$ cat src/rtl/list_writer_pkg.sv
// Shared linked-list node layout and writer state encoding.
package list_writer_pkg;

  typedef enum logic [2:0] {
    IDLE    = 3'd0,
    ACCEPT  = 3'd1,
    WR_VAL  = 3'd2,
    WR_NEXT = 3'd3,
    DONE    = 3'd4
  } state_t;

  // Pointer value that terminates a list.
  localparam int unsigned NULL_PTR    = 0;
  // Words occupied by one node.
  localparam int unsigned NODE_STRIDE = 2;
  // Word offsets of the value and next-pointer fields within a node.
  localparam int unsigned VAL_OFS     = 0;
  localparam int unsigned NXT_OFS     = 1;

endpackage

$ cat src/rtl/list_writer.sv
// Builds a null-terminated linked list in word memory from a valid/ready stream.
module list_writer
  import list_writer_pkg::*;
#(
  parameter int unsigned W = 8
) (
  input  logic         clk,
  input  logic         rst,
  input  logic         start,
  input  logic [W-1:0] base_addr,
  input  logic         in_valid,
  input  logic [W-1:0] in_data,
  input  logic         in_last,
  output logic         in_ready,
  output logic         mem_we,
  output logic [W-1:0] mem_addr,
  output logic [W-1:0] mem_wdata,
  output logic         done,
  output logic         err,
  output logic [W-1:0] head,
  output logic [W-1:0] count
);

  localparam logic [W-1:0] ADDR_MAX = {W{1'b1}};
  // Highest node address whose successor node still fits below ADDR_MAX.
  localparam logic [W-1:0] LAST_FIT = ADDR_MAX - W'(NODE_STRIDE + 1);

  state_t       state, state_d;
  logic [W-1:0] cur, cur_d;
  logic [W-1:0] val_q, val_d;
  logic         last_q, last_d;
  logic [W-1:0] head_d, count_d;
  logic         err_d;
  logic         in_ready_d, mem_we_d, done_d;
  logic [W-1:0] mem_addr_d, mem_wdata_d;
  logic         bad_base;

  assign bad_base = (base_addr == W'(NULL_PTR)) || (base_addr == ADDR_MAX);

  // State and output registers; outputs are loaded with the decode of the next state.
  always_ff @(posedge clk or posedge rst) begin
    if (rst) begin
      state     <= IDLE;
      cur       <= '0;
      val_q     <= '0;
      last_q    <= 1'b0;
      head      <= '0;
      count     <= '0;
      err       <= 1'b0;
      in_ready  <= 1'b0;
      mem_we    <= 1'b0;
      mem_addr  <= '0;
      mem_wdata <= '0;
      done      <= 1'b0;
    end else begin
      state     <= state_d;
      cur       <= cur_d;
      val_q     <= val_d;
      last_q    <= last_d;
      head      <= head_d;
      count     <= count_d;
      err       <= err_d;
      in_ready  <= in_ready_d;
      mem_we    <= mem_we_d;
      mem_addr  <= mem_addr_d;
      mem_wdata <= mem_wdata_d;
      done      <= done_d;
    end
  end

  // Next-state/register update, then Moore output decode of the next state.
  always_comb begin
    state_d     = state;
    cur_d       = cur;
    val_d       = val_q;
    last_d      = last_q;
    head_d      = head;
    count_d     = count;
    err_d       = err;
    in_ready_d  = 1'b0;
    mem_we_d    = 1'b0;
    mem_addr_d  = '0;
    mem_wdata_d = '0;
    done_d      = 1'b0;

    case (state)
      IDLE: begin
        if (start) begin
          head_d  = base_addr;
          count_d = '0;
          if (bad_base) begin
            err_d   = 1'b1;
            state_d = DONE;
          end else begin
            cur_d   = base_addr;
            err_d   = 1'b0;
            state_d = ACCEPT;
          end
        end
      end
      ACCEPT: begin
        if (in_valid) begin
          val_d   = in_data;
          last_d  = in_last;
          state_d = WR_VAL;
        end
      end
      WR_VAL: state_d = WR_NEXT;
      WR_NEXT: begin
        count_d = count + W'(1);
        if (last_q) begin
          state_d = DONE;
        end else if (cur > LAST_FIT) begin
          err_d   = 1'b1;
          state_d = DONE;
        end else begin
          cur_d   = cur + W'(NODE_STRIDE);
          state_d = ACCEPT;
        end
      end
      DONE: begin
        if (!start) state_d = IDLE;
      end
      default: state_d = IDLE;
    endcase

    case (state_d)
      ACCEPT: in_ready_d = 1'b1;
      WR_VAL: begin
        mem_we_d    = 1'b1;
        mem_addr_d  = cur_d + W'(VAL_OFS);
        mem_wdata_d = val_d;
      end
      WR_NEXT: begin
        mem_we_d   = 1'b1;
        mem_addr_d = cur_d + W'(NXT_OFS);
        // Terminate on the final element or when the next node would not fit.
        if (last_d || (cur_d > LAST_FIT)) mem_wdata_d = W'(NULL_PTR);
        else                              mem_wdata_d = cur_d + W'(NODE_STRIDE);
      end
      DONE: done_d = 1'b1;
      default: ;
    endcase
  end

endmodule

$ cat config.mk
export PLATFORM = sky130hd
export DESIGN_NAME = list_writer
export DESIGN_NICKNAME = d
export VERILOG_FILES = /design/src/rtl/list_writer_pkg.sv /design/src/rtl/list_writer.sv
export SDC_FILE = /design/constraint.sdc
export NUM_CORES = 1
export LEC_CHECK = 0
export CAP_MARGIN = 20
export CORE_ASPECT_RATIO = 1.1
export CORE_MARGIN = 2
export CORE_UTILIZATION = 45
export CTS_BUF_LIST = sky130_fd_sc_hd__clkbuf_16
export CTS_CLUSTER_SIZE = 24
export DETAILED_ROUTE_END_ITERATION = 7
export PLACE_DENSITY = 0.79
export SLEW_MARGIN = 30
export SYNTH_ARGS = -nofsm -noshare
export SYNTH_HDL_FRONTEND = slang
export SYNTH_SLANG_ARGS = --single-unit
export TNS_END_PERCENT = 1
$ cat constraint.sdc
create_clock -name clk -period 6.1 [get_ports clk]
set_input_delay 0.61 -clock clk [delete_from_list [all_inputs] [get_ports clk]]
set_output_delay 0.61 -clock clk [all_outputs]
set_load 0.02 [all_outputs]
# == Word-level counts from Yosys, hierarchy flattened ==
# Cells that the tools add are included.
# totals
inputBits,21
ff_bits,56
out_inout_bits,36
elab_cells,68
# op_classes
n_addsub,4
n_lt_le_gt_ge,2
n_reduce_logical,9
muxes,29
n_eq_ne,12
# op_table
op,count
2-to-1 mux 8 bit,8
case mux 8 bit (2 select lines),4
2-to-1 mux 3 bit,6
adder 8 x 1 -> 8 bit (second input constant),2
adder 8 x 2 -> 8 bit (second input constant),2
> comparator 8 bit (second input constant),2
case mux 3 bit (5 select lines),1
== test 3 x 2 -> 1 bit (second input constant),4
2-to-1 mux 1 bit,9
== test 8 bit (second input constant),1
zero test 8 bit,1
== test 3 x 1 -> 1 bit (second input constant),2
== test 3 bit (second input constant),2
!= test 2 bit (second input constant),3
AND reduction 2 bit,2
AND reduction 4 bit,1
zero test 3 bit,1
logical OR 1 bit,2
case mux 1 bit (2 select lines),1
nonzero test 2 bit,1
OR reduction 2 bit,1

# == Depth between registers and ports, before layout ==
# Gate-level depths: netlist of the first run.
# logic_depth
word_depth,9
depth_mapped,11

# == Worst setup path after synthesis of the first run ==
# OpenSTA, ideal clock, no wires.
# synth_path
kind,input port to flip-flop
start,input start
end,register mem_addr[7]
path_buffers,0
arrival_ns,2.798
slack_ns,3.216
setup_ns,0.086
cell_stages,9
cell_sequence,or4b_4 a21oi_4 a2bb2oi_1 a221oi_1 inv_1 ha_1 nor3b_1 and3_1 nor3_1
# synth_via
elab_chain_cells,4
word_cells_on_any_way,9
# synth_lines
item,line_no,rtl
from (decl),list_writer.sv:9,"input logic start,"
2-to-1 mux 8 bit,list_writer.sv:88,if (start) begin
case mux 8 bit (2 select lines),list_writer.sv:86,case (state)
via cur_d[1],list_writer.sv:29,"logic [W-1:0] cur, cur_d;"
adder 8 x 1 -> 8 bit,list_writer.sv:136,mem_addr_d = cur_d + W'(NXT_OFS);
case mux 8 bit (2 select lines),list_writer.sv:127,case (state_d)
via mem_addr_d[7],list_writer.sv:35,"logic [W-1:0] mem_addr_d, mem_wdata_d;"
to (signal assigned),list_writer.sv:65,mem_addr <= mem_addr_d;
to (decl),list_writer.sv:16,"output logic [W-1:0] mem_addr,"
# The timed path passes the listed nets, and every way through them passes these cells.
# A chain may end at the register's enable or synchronous reset.

# == Worst setup path after layout of the first run ==
# layout_path
start,input start
end,register mem_addr[4]
# The elaborated chain is that of the path after synthesis.

==> results of run 1 <==
## Yosys cell counts, types with 2 or more instances
master	count
nor4_1	3
xnor2_1	5
a221oi_1	4
inv_1	16
a211oi_1	2
and4_1	2
a21o_1	4
nand2_1	44
nand4_1	5
nor2_1	16
ha_1	5
nand3b_1	4
nor3_1	11
and2_1	3
o21a_1	3
o31ai_1	2
nor3b_1	3
clkbuf_1	5
and3_1	7
o21ai_0	22
xor2_1	2
nand3_1	5
or2_2	2
dfrtp_1	48
buf_2	2
a31oi_1	4
a21oi_1	10
## cells in the final DEF (no fill, tap or decap), drive strengths merged, types with 2 or more instances in the layout
master | Yosys | final
clkdlybuf4s50 | 0 | 56
dfrtp | 48 | 48
nand2 | 44 | 44
o21ai | 22 | 22
nor2 | 16 | 16
inv | 16 | 16
nor3 | 11 | 11
a21oi | 11 | 11
and3 | 7 | 7
nand4 | 5 | 5
nand3 | 5 | 5
xnor2 | 5 | 5
ha | 5 | 5
clkbuf | 5 | 5
nand3b | 4 | 4
a31oi | 4 | 4
a221oi | 4 | 4
a21o | 4 | 4
nor4 | 3 | 3
and2 | 3 | 3
nor3b | 3 | 3
o21a | 3 | 3
clkinv | 0 | 3
o31ai | 2 | 2
or2 | 2 | 2
and4 | 2 | 2
a211oi | 2 | 2
xor2 | 2 | 2
## through the flow
stage / setup slack [ps] / hold slack [ps] / instance area [um2] / utilization / cells
floorplan: 3220 / 545 / 2480 / - / 264
global placement: 2330 / 460 / 3100 / 0.578 / 387
detailed placement: 2180 / 461 / 3100 / 0.578 / 387
CTS: 2470 / 476 / 3240 / 0.604 / 395
global route: 2240 / 493 / 3240 / 0.604 / 395
finish: 2440 / 474 / 3240 / 0.604 / 395
## state kept, by name (all words and copies together), names as in the netlist
| name | count |
|---|---|
| last_q | 1 |
| cur | 8 |
| in_ready | 1 |
| mem_we | 1 |
| state | 3 |
| mem_addr | 8 |
| done | 1 |
| count | 8 |
| mem_wdata | 8 |
| err | 1 |
| head | 8 |
## cell families (layout without fill, tap and decap cells)
group	count (synthesis)	after routing	synth area share
xor gates and xnor gates	7	7	0.0247
AOI/OAI and AO/OA	66	66	0.185
adders and majority gates	5	5	0.0252
DFF	48	48	0.484
and+or+nand+nor	113	113	0.237
muxes	1	1	0.00454
buffers and inverters	24	80	0.0389
## final cells by class
type	instances	area (um2)
repair buffers	56	561
flip-flops and latches	48	1200
clock inverters	3	13.8
inverters	16	62.6
multi-input cells	192	1180
fillers	475	2120
clock buffers	5	125
well taps	75	93.8
## where the power goes
part	total, mW	leakage [nW]	switching (mW)	internal (mW)
sequential	0.549	0.626	0.112	0.438
clock	0.261	0.0710	0.112	0.149
combinational	0.820	0.748	0.482	0.338
total	1.63	1.45	0.706	0.925
## per-layer routing
| metal | GRT usage | vias to the layer above | wire length [um] |
|---|---|---|---|
| met5 | 0 | - | 0 |
| met4 | 0.0875 | 0 | 225 |
| met3 | 0.0417 | 24 | 369 |
| met2 | 0.331 | 104 | 2710 |
| met1 | 0.256 | 988 | 2620 |
| li1 | - | 1053 | - |
## critical path: stages
cell and delay [ps]:
clkdlybuf4s50_1 520, or4b_4 580, a21oi_4 270, a2bb2oi_1 110, a221oi_1 670, inv_1 220
ha_1 260, o21ai_0 210, nor3_1 130, xnor2_1 200, nor2_1 50
## path summary, 6_finish.rpt
| path | start | end | slack [ps] | cells past startpoint |
|---|---|---|---|---|
| min reg2reg | head[2] | head[2] | 470 | 2 |
| max | start | mem_addr[4] | 2440 | 11 |
| min in group asynchronous | rst | mem_addr[7] | 750 | 2 |
| max in group asynchronous | rst | count[3] | 4950 | 2 |
| min | head[2] | head[2] | 470 | 2 |
| max reg2reg | state[2] | mem_addr[4] | 2650 | 10 |
==> metrics.cfg, run 1 <==
[layout]
nets = 345
drive_gt1_frac = 0.0531
diodes = 0
area_delta_synth_final_pct = 30.6

[yosys]
ys_async_sr_fraction = 1.00
synth_edf_count = 0
synth-seq-cells = 48
synth.area.top_cells = dfrtp_1 48%, nand2_1 6.7%, o21ai_0 4.4%
yosysTopAreaCell = dfrtp_1
ys.flop_type = dfrtp_1
avgSynthCellArea_um2 = 9.39
syn_inst = 264
netlist_area_mm2 = 0.00248
ys_types = 52
yosysSeqAreaShare = 0.484
yosysTopAreaCellShare = 0.484
yosysWarningCount = 0
syn-num-nets = 290

[critical_path]
cp-end-kind = flip-flop
required_ps = 6270
path_class = in2reg
arrival_ps = 3830
worst_setup_path_start_kind = primary input
cp_max_fo = 12

[clocking]
cts_root_buf = clkbuf_16
path_clk_slew_ps = 70
insertion_delay_ps = 290
cts_buffers = 5
cts_max_level = 2
clock_path_buffers = 2
clkSinkCount = 48
cts_setup_buffers = 0
cts_tree = built
cts_hold_buf = 0
post_cts_resized = 0

[global_route]
grt_max_degree = 49
grt_use_total = 0.202
grt_pass1_wl_um = 9470
grt_pass1_vias = 2012
grt_overflow = 0
antenna_found_initial = 0

[timing]
hold_violations = 0
setup_violations = 0
min_period_over_period = 0.601
fin_tns_setup_ps = 0
rsz0062_at_grt = no
slew_viol_final = 0
min_period_ps = 3660
max_freq_ghz = 0.273
slew_headroom = 0.484
tightest_slew_ps = 774
clock_skew_ps = 7.80

[power_and_ir_drop]
finalPower_mw = 1.63
vdd_drop_max_uv = 253
pwr_density_cell_mw_per_mm2 = 503
power_leakage_nw = 1.45

[route]
firstDrtPassIters = 4
drcViolationCount = 0
viasPerCell = 5.49
route.vias.total = 2169
ant_nets = 0
drt_wl_total_um = 5920
routedWlPerCell_um = 15.0
drt_iter0_drc = 106

[die]
fp.dieArea_mm2 = 0.00612
die_w_um = 74.8
initial_core_util = 0.463
ios = 57
core_mm2 = 0.00536
rows = 28
die_h_um = 81.9

[placement]
gp_congestion = 0.915
dp_hpwl_um = 4210
io_buffers = 56

[flow_run]
maxCapViolCount = 0

[worst_hold_path]
hold_path.class = reg2reg

[run_status]
status = finished, final reports clean

No activity file was read; power rests on OpenSTA's default activity.
==> inputs of run 2 (changes only) <==
--- a/config.mk
+++ b/config.mk
@@ -12,7 +12,7 @@
 export CTS_BUF_LIST = sky130_fd_sc_hd__clkbuf_16
 export CTS_CLUSTER_SIZE = 24
 export DETAILED_ROUTE_END_ITERATION = 7
-export PLACE_DENSITY = 0.79
+export PLACE_DENSITY = 0.82
 export SLEW_MARGIN = 30
 export SYNTH_ARGS = -nofsm -noshare
 export SYNTH_HDL_FRONTEND = slang
==> constraint.sdc (replaced) <==
create_clock -name clk -period 3 [get_ports clk]
set_input_delay 0.3 -clock clk [delete_from_list [all_inputs] [get_ports clk]]
set_output_delay 0.3 -clock clk [all_outputs]
set_load 0.02 [all_outputs]
==> run 2 against run 1 <==
Compared with the run above: clock skew fell by 4.9 ps; largest power group unchanged; highest routed layer unchanged; via count rose by 8.1%; sequential power rose by 95%; first-iteration DRC count rose by 90%; sequential cell count did not move; core utilization rose by 5.3 points; largest cell class unchanged; critical path depth fell by 2; setup slack got worse by 2200 ps; combinational power rose by 140%; clock-buffer cell count did not move.
==> metrics.cfg, run 2 (synthesis results as in run 1) <==
[critical_path]
arrival_ps = 2950  ; was 3830 ps
path_buf_inv = 2  ; unchanged
cp_slowest_cell = or4_4  ; was a221oi_1
crit_chain = clkdlybuf4s50_1 > nor4_1 > nand2_1 > a21oi_1 > a221oi_1 > buf_4 > or4_4 > o41ai_4 > o21ai_0  ; was clkdlybuf4s50_1 > or4b_4 > a21oi_4 > a2bb2oi_1 > a221oi_1 > inv_1 > ha_1 > o21ai_0 > nor3_1 > xnor2_1 > nor2_1
worst_setup_path_start_kind = primary input  ; unchanged
cp_top_family = simple AND/OR/NAND/NOR gates  ; was compound AO/OA/AOI/OAI gates
worstReg2RegStart = cur[7]  ; was state[2]
cp_max_fo = 7  ; was 12
path_class = in2reg  ; unchanged
rrSetupSlack_ps = 240  ; was 2650 ps
r2r-end = mem_wdata[3]  ; was mem_addr[4]
critPathMaxStageDelay_ps = 550  ; was 670 ps
cp-end-kind = flip-flop  ; unchanged
required_ps = 3140  ; was 6270 ps
reg2regPathDepth = 8  ; was 10

[route]
firstDrtPassIters = 5  ; was 4
drt_wl_total_um = 6470  ; was 5920 um
viasPerCell = 5.52  ; was 5.49
routedWlPerCell_um = 15.2  ; was 15.0 um
drt_iter0_drc = 201  ; was 106
route.vias.total = 2345  ; was 2169
ant_nets = 0  ; unchanged
drcViolationCount = 0  ; unchanged

[global_route]
grt_overflow = 0  ; unchanged
grt_pass1_vias = 2292  ; was 2012
grt_use_total = 0.232  ; was 0.202
grt_max_degree = 49  ; unchanged
antenna_found_initial = 0  ; unchanged
grt_pass1_wl_um = 10900  ; was 9470 um

[timing]
min_period_ps = 2810
min_period_over_period = 0.936
hold_violations = 0  ; unchanged
slew_headroom = 0.513  ; was 0.484
slew_viol_final = 0  ; unchanged
max_freq_ghz = 0.356
tightest_slew_ps = 726  ; was 774 ps
holdWs_ps = 440  ; was 474 ps
setup_violations = 0  ; unchanged
rsz0062_at_grt = no  ; unchanged
clock_skew_ps = 2.92  ; was 7.80 ps

[clocking]
cts_hold_buf = 0  ; unchanged
clkSinkCount = 48  ; unchanged
path_clk_slew_ps = 60  ; was 70 ps
insertion_delay_ps = 280  ; was 290 ps
cts_max_level = 2  ; unchanged
cts_buffers = 5  ; unchanged
post_cts_resized = 0  ; unchanged
clock_path_buffers = 2  ; unchanged
cts_tree = built  ; unchanged
cts_setup_buffers = 0  ; unchanged
cts_root_buf = clkbuf_16  ; unchanged

[power_and_ir_drop]
pwr_density_cell_mw_per_mm2 = 1050  ; was 503 mW/mm2
power_leakage_nw = 1.61  ; was 1.45 nW
vdd_drop_max_uv = 528  ; was 253 uV

[layout]
area_delta_synth_final_pct = 42.1  ; was 30.6%
final_cell_area_mm2 = 0.00352  ; was 0.00324 mm2
nets = 376  ; was 345
final_cell_mix = 56 x clkdlybuf4s50_1, 48 x dfrtp_1, 44 x nand2_1, 31 x buf_4, 22 x o21ai_0  ; was 56 x clkdlybuf4s50_1, 48 x dfrtp_1, 44 x nand2_1, 22 x o21ai_0, 16 x nor2_1
final_common_cell = clkdlybuf4s50_1  ; unchanged
drive_gt1_frac = 0.140  ; was 0.0531
diodes = 0  ; unchanged

[run_status]
status = finished, final reports clean  ; unchanged

[worst_hold_path]
hold_path.class = in2async  ; was reg2reg

[placement]
io_buffers = 56  ; unchanged
dp_hpwl_um = 4620  ; was 4210 um
dpl-instance-area_mm2 = 0.00333  ; was 0.00310 mm2
gp_congestion = 0.935  ; was 0.915

[die]
rows = 28  ; unchanged
initial_core_util = 0.463  ; unchanged
fp.dieArea_mm2 = 0.00612  ; unchanged
ios = 57  ; unchanged
die_w_um = 74.8  ; unchanged
die_h_um = 81.9  ; unchanged
core_mm2 = 0.00536  ; unchanged

[flow_run]
maxCapViolCount = 0  ; unchanged

run 2: cell count changes in the layout (fill, tap and decap cells not counted), sizes merged:
cell / previous run / this run
buf: 0 / 31
bufinv: 0 / 2
clkinv: 3 / 0
run 2: power by group:
part	total, mW	switching [mW]	internal [mW]
registers	1.07	0.178	0.891
logic	1.94	1.08	0.866
clock network	0.696	0.223	0.472
total	3.71	1.48	2.23
run 2: layout make-up:
| cell class | instances | area, um2 |
|---|---|---|
| timing repair buffer | 87 | 793 |
| tap | 75 | 93.8 |
| inverter | 16 | 62.6 |
| sequential | 48 | 1200 |
| fill | 443 | 1840 |
| clock buffer | 5 | 125 |
| clock inverter | 2 | 60.1 |
| multi-input combinational | 192 | 1190 |
run 2: how the worst max path moves through the flow:
stage / startpoint / to / cells after the start
2_1_floorplan: state[1] / mem_addr[7] / 9
3_3_place_gp: start / mem_addr[7] / 10
3_5_place_dp: base_addr[1] / mem_wdata[3] / 9
4_1_cts: base_addr[1] / mem_wdata[3] / 9
5_1_grt: base_addr[1] / mem_wdata[4] / 9
6_report: base_addr[5] / mem_wdata[3] / 9
run 2: layer usage:
| metal | up-vias | routed length (um) | track usage |
|---|---|---|---|
| met5 | - | 0 | 0 |
| met1 | 1150 | 2790 | 0.300 |
| met3 | 9 | 288 | 0.0356 |
| met2 | 78 | 3320 | 0.404 |
| li1 | 1108 | - | - |
| met4 | 0 | 68 | 0.0625 |
run 2: metrics by stage:
step	setup WS [ps]	power, mW	util	setup TNS, ps	instances
3_5_place_dp	-133	2.99	0.622	-916	418
5_1_grt	21.3	3.95	0.658	0	425
6_report	191	3.71	0.658	0	425
2_1_floorplan	282	2.15	-	0	264
4_1_cts	149	3.72	0.656	0	425
3_3_place_gp	-18.5	2.95	0.621	-18.5	418
==> inputs of run 3 (changes only) <==
--- a/config.mk
+++ b/config.mk
@@ -5,6 +5,7 @@
 export SDC_FILE = /design/constraint.sdc
 export NUM_CORES = 1
 export LEC_CHECK = 0
+export ABC_AREA = 1
 export CAP_MARGIN = 20
 export CORE_ASPECT_RATIO = 1.1
 export CORE_MARGIN = 2
@@ -12,7 +13,7 @@
 export CTS_BUF_LIST = sky130_fd_sc_hd__clkbuf_16
 export CTS_CLUSTER_SIZE = 24
 export DETAILED_ROUTE_END_ITERATION = 7
-export PLACE_DENSITY = 0.82
+export PLACE_DENSITY = 0.81
 export SLEW_MARGIN = 30
 export SYNTH_ARGS = -nofsm -noshare
 export SYNTH_HDL_FRONTEND = slang
==> run 3 against run 2 <==
Compared with the run above: sequential cell count unchanged; die area increased by 7.5%; setup slack improved by 450 ps; synthesized cell count increased by 34%; clock-buffer cell count unchanged; first-iteration DRC count decreased by 44%; clock skew increased by 4.0 ps; hold slack got worse by 7.3 ps; core utilization decreased by 5.5 points; final cell count increased by 15%; critical endpoint is now mem_wdata[7]; largest power group unchanged.
==> metrics.cfg, run 3 <==
[run_status]
status = finished, final reports clean  ; unchanged

[yosys]
synth_edf_count = 0  ; unchanged
syn_inst = 353  ; was 264
ys_async_sr_fraction = 1.00  ; unchanged
ys.flop_type = dfrtp_1  ; unchanged
syn-num-nets = 379  ; was 290
yosysMostFrequentCell = nand2_1  ; was dfrtp_1
yosysTopAreaCellShare = 0.449  ; was 0.484
ys_types = 33  ; was 52
yosysSeqAreaShare = 0.449  ; was 0.484
synth-seq-cells = 48  ; unchanged
yosysWarningCount = 0  ; unchanged
avgSynthCellArea_um2 = 7.58  ; was 9.39 um2
synth.area.top_cells = dfrtp_1 45%, nand2_1 14%, inv_1 6.0%  ; was dfrtp_1 48%, nand2_1 6.7%, o21ai_0 4.4%
netlist_area_mm2 = 0.00268  ; was 0.00248 mm2
synth_common_cells = 97 x nand2_1, 48 x dfrtp_1, 43 x inv_1, 34 x nor2_1, 31 x nand3_1  ; was 48 x dfrtp_1, 44 x nand2_1, 22 x o21ai_0, 16 x inv_1, 16 x nor2_1
yosysTopAreaCell = dfrtp_1  ; unchanged

[global_route]
antenna_found_initial = 0  ; unchanged
grt_max_degree = 49  ; unchanged
grt_pass1_vias = 2420  ; was 2292
grt_use_total = 0.208  ; was 0.232
grt_overflow = 0  ; unchanged
grt_pass1_wl_um = 11000  ; was 10900 um

[timing]
clock_skew_ps = 6.92  ; was 2.92 ps
layout_setup_ws_ps = 637  ; was 191 ps
slew_headroom = 0.607  ; was 0.513
rsz0062_at_grt = no  ; unchanged
max_freq_ghz = 0.423  ; was 0.356 GHz
fin_tns_setup_ps = 0  ; unchanged
holdWs_ps = 433  ; was 440 ps
setup_violations = 0  ; unchanged
slew_viol_final = 0  ; unchanged
min_period_ps = 2360  ; was 2810 ps
min_period_over_period = 0.788  ; was 0.936
hold_violations = 0  ; unchanged
tightest_slew_ps = 590  ; was 726 ps

[layout]
area_delta_synth_final_pct = 30.0  ; was 42.1%
multi_input_area_mm2 = 0.00126  ; was 0.00119 mm2
stdcell_count = 490  ; was 425
utilization = 0.603  ; was 0.658
nets = 438  ; was 376
final_cell_area_mm2 = 0.00348  ; was 0.00352 mm2
final_cell_mix = 97 x nand2_1, 56 x clkdlybuf4s50_1, 48 x dfrtp_1, 42 x inv_1, 34 x nor2_1  ; was 56 x clkdlybuf4s50_1, 48 x dfrtp_1, 44 x nand2_1, 31 x buf_4, 22 x o21ai_0
n_fill_cell = 505  ; was 443
diodes = 0  ; unchanged
final_common_cell = nand2_1  ; was clkdlybuf4s50_1
ff_latch_area_mm2 = 0.00120  ; unchanged
drive_gt1_frac = 0.0872  ; was 0.140

[clocking]
cts_hold_buf = 0  ; unchanged
post_cts_resized = 0  ; unchanged
cts_buffers = 5  ; unchanged
cts_root_buf = clkbuf_16  ; unchanged
clock_path_buffers = 2  ; unchanged
path_clk_slew_ps = 70  ; was 60 ps
cts_max_level = 2  ; unchanged
clkSinkCount = 48  ; unchanged
cts_setup_buffers = 0  ; unchanged
cts_tree = built  ; unchanged
insertion_delay_ps = 290  ; was 280 ps

[route]
viasPerCell = 5.13  ; was 5.52
routedWlPerCell_um = 13.0  ; was 15.2 um
drcViolationCount = 0  ; unchanged
ant_nets = 0  ; unchanged
route.vias.total = 2512  ; was 2345
firstDrtPassIters = 4  ; was 5
drt_wl_total_um = 6350  ; was 6470 um
drt_iter0_drc = 113  ; was 201

[die]
core_mm2 = 0.00577  ; was 0.00536 mm2
ios = 57  ; unchanged
fp.dieArea_mm2 = 0.00658  ; was 0.00612 mm2
die_h_um = 84.9  ; was 81.9 um
initial_core_util = 0.464  ; was 0.463
die_w_um = 77.5  ; was 74.8 um
rows = 29  ; was 28

[critical_path]
required_ps = 3180  ; was 3140 ps
arrival_ps = 2550  ; was 2950 ps
worst_setup_path_start_kind = primary input  ; unchanged
cp-end-kind = flip-flop  ; unchanged
path_class = in2reg  ; unchanged
cp_max_fo = 10  ; was 7

[placement]
place_inst = 482  ; was 418
dpl-instance-area_mm2 = 0.00333  ; about the same
io_buffers = 56  ; unchanged
dp_hpwl_um = 4780  ; was 4620 um
dp_slack_ps = 347  ; was -133 ps
gp_congestion = 0.877  ; was 0.935

[power_and_ir_drop]
vdd_drop_max_uv = 520  ; was 528 uV
power_leakage_nw = 1.71  ; was 1.61 nW
finalPower_mw = 3.65  ; was 3.71 mW
pwr_density_cell_mw_per_mm2 = 1050  ; about the same

[worst_hold_path]
hold_path.class = in2async  ; unchanged

[flow_run]
maxCapViolCount = 0  ; unchanged

run 3: logic make-up (layout without fill, tap and decap cells):
logic type                 Yosys count  count (layout)  synth area share
and+or+nand+nor                    191             191             0.330
xor gates and xnor gates             5               5            0.0164
buffers and inverters               56             116            0.0814
adders and majority gates            5               5            0.0234
DFF                                 48              48             0.449
AOI/OAI and AO/OA                   48              48            0.0996
run 3: path summary, 6_finish.rpt:
path / start / endpoint / slack, ps / cells past startpoint
min: rst / head[4] / 430 / 2
max: base_addr[6] / mem_wdata[7] / 640 / 18
max reg2reg: state[1] / mem_wdata[7] / 670 / 15
min reg2reg: head[6] / head[6] / 490 / 2
min in group clk: head[6] / head[6] / 490 / 2
max in group asynchronous: rst / head[6] / 2160 / 2
run 3: worst max-delay path, stage by stage:
cell	delay [ps]
clkdlybuf4s50_1	460
inv_1	90
nand2_1	60
nor2_1	120
nand2_2	150
nand3_4	150
inv_2	70
o21ai_2	270
inv_1	130
ha_1	190
inv_1	50
nand2_1	40
nor2_1	100
nand2_1	70
nand2_2	140
inv_2	50
nand2_1	50
nand2_1	50
run 3: cell type report:
cell class	count	area share
Multi-Input combinational cell	249	0.363
Sequential cell	48	0.345
Timing Repair Buffer	59	0.168
Inverter	49	0.0540
Clock buffer	5	0.0360
Tap cell	77	0.0277
Clock inverter	3	0.00647
run 3: power by group:
group / total (mW) / switching, mW / internal (mW)
Clock: 0.557 / 0.245 / 0.312
Sequential: 1.10 / 0.198 / 0.900
Combinational: 1.99 / 1.23 / 0.759
run 3: metal layers:
layer  GRT usage  wire, um  vias to the layer above  share of wire
met1       0.259      2740                     1154           0.43
met4      0.0617        67                        0          0.011
met2       0.365      3130                      101           0.49
li1            -         -                     1250              -
met5           0         0                        -              0
met3      0.0447       402                        7          0.063
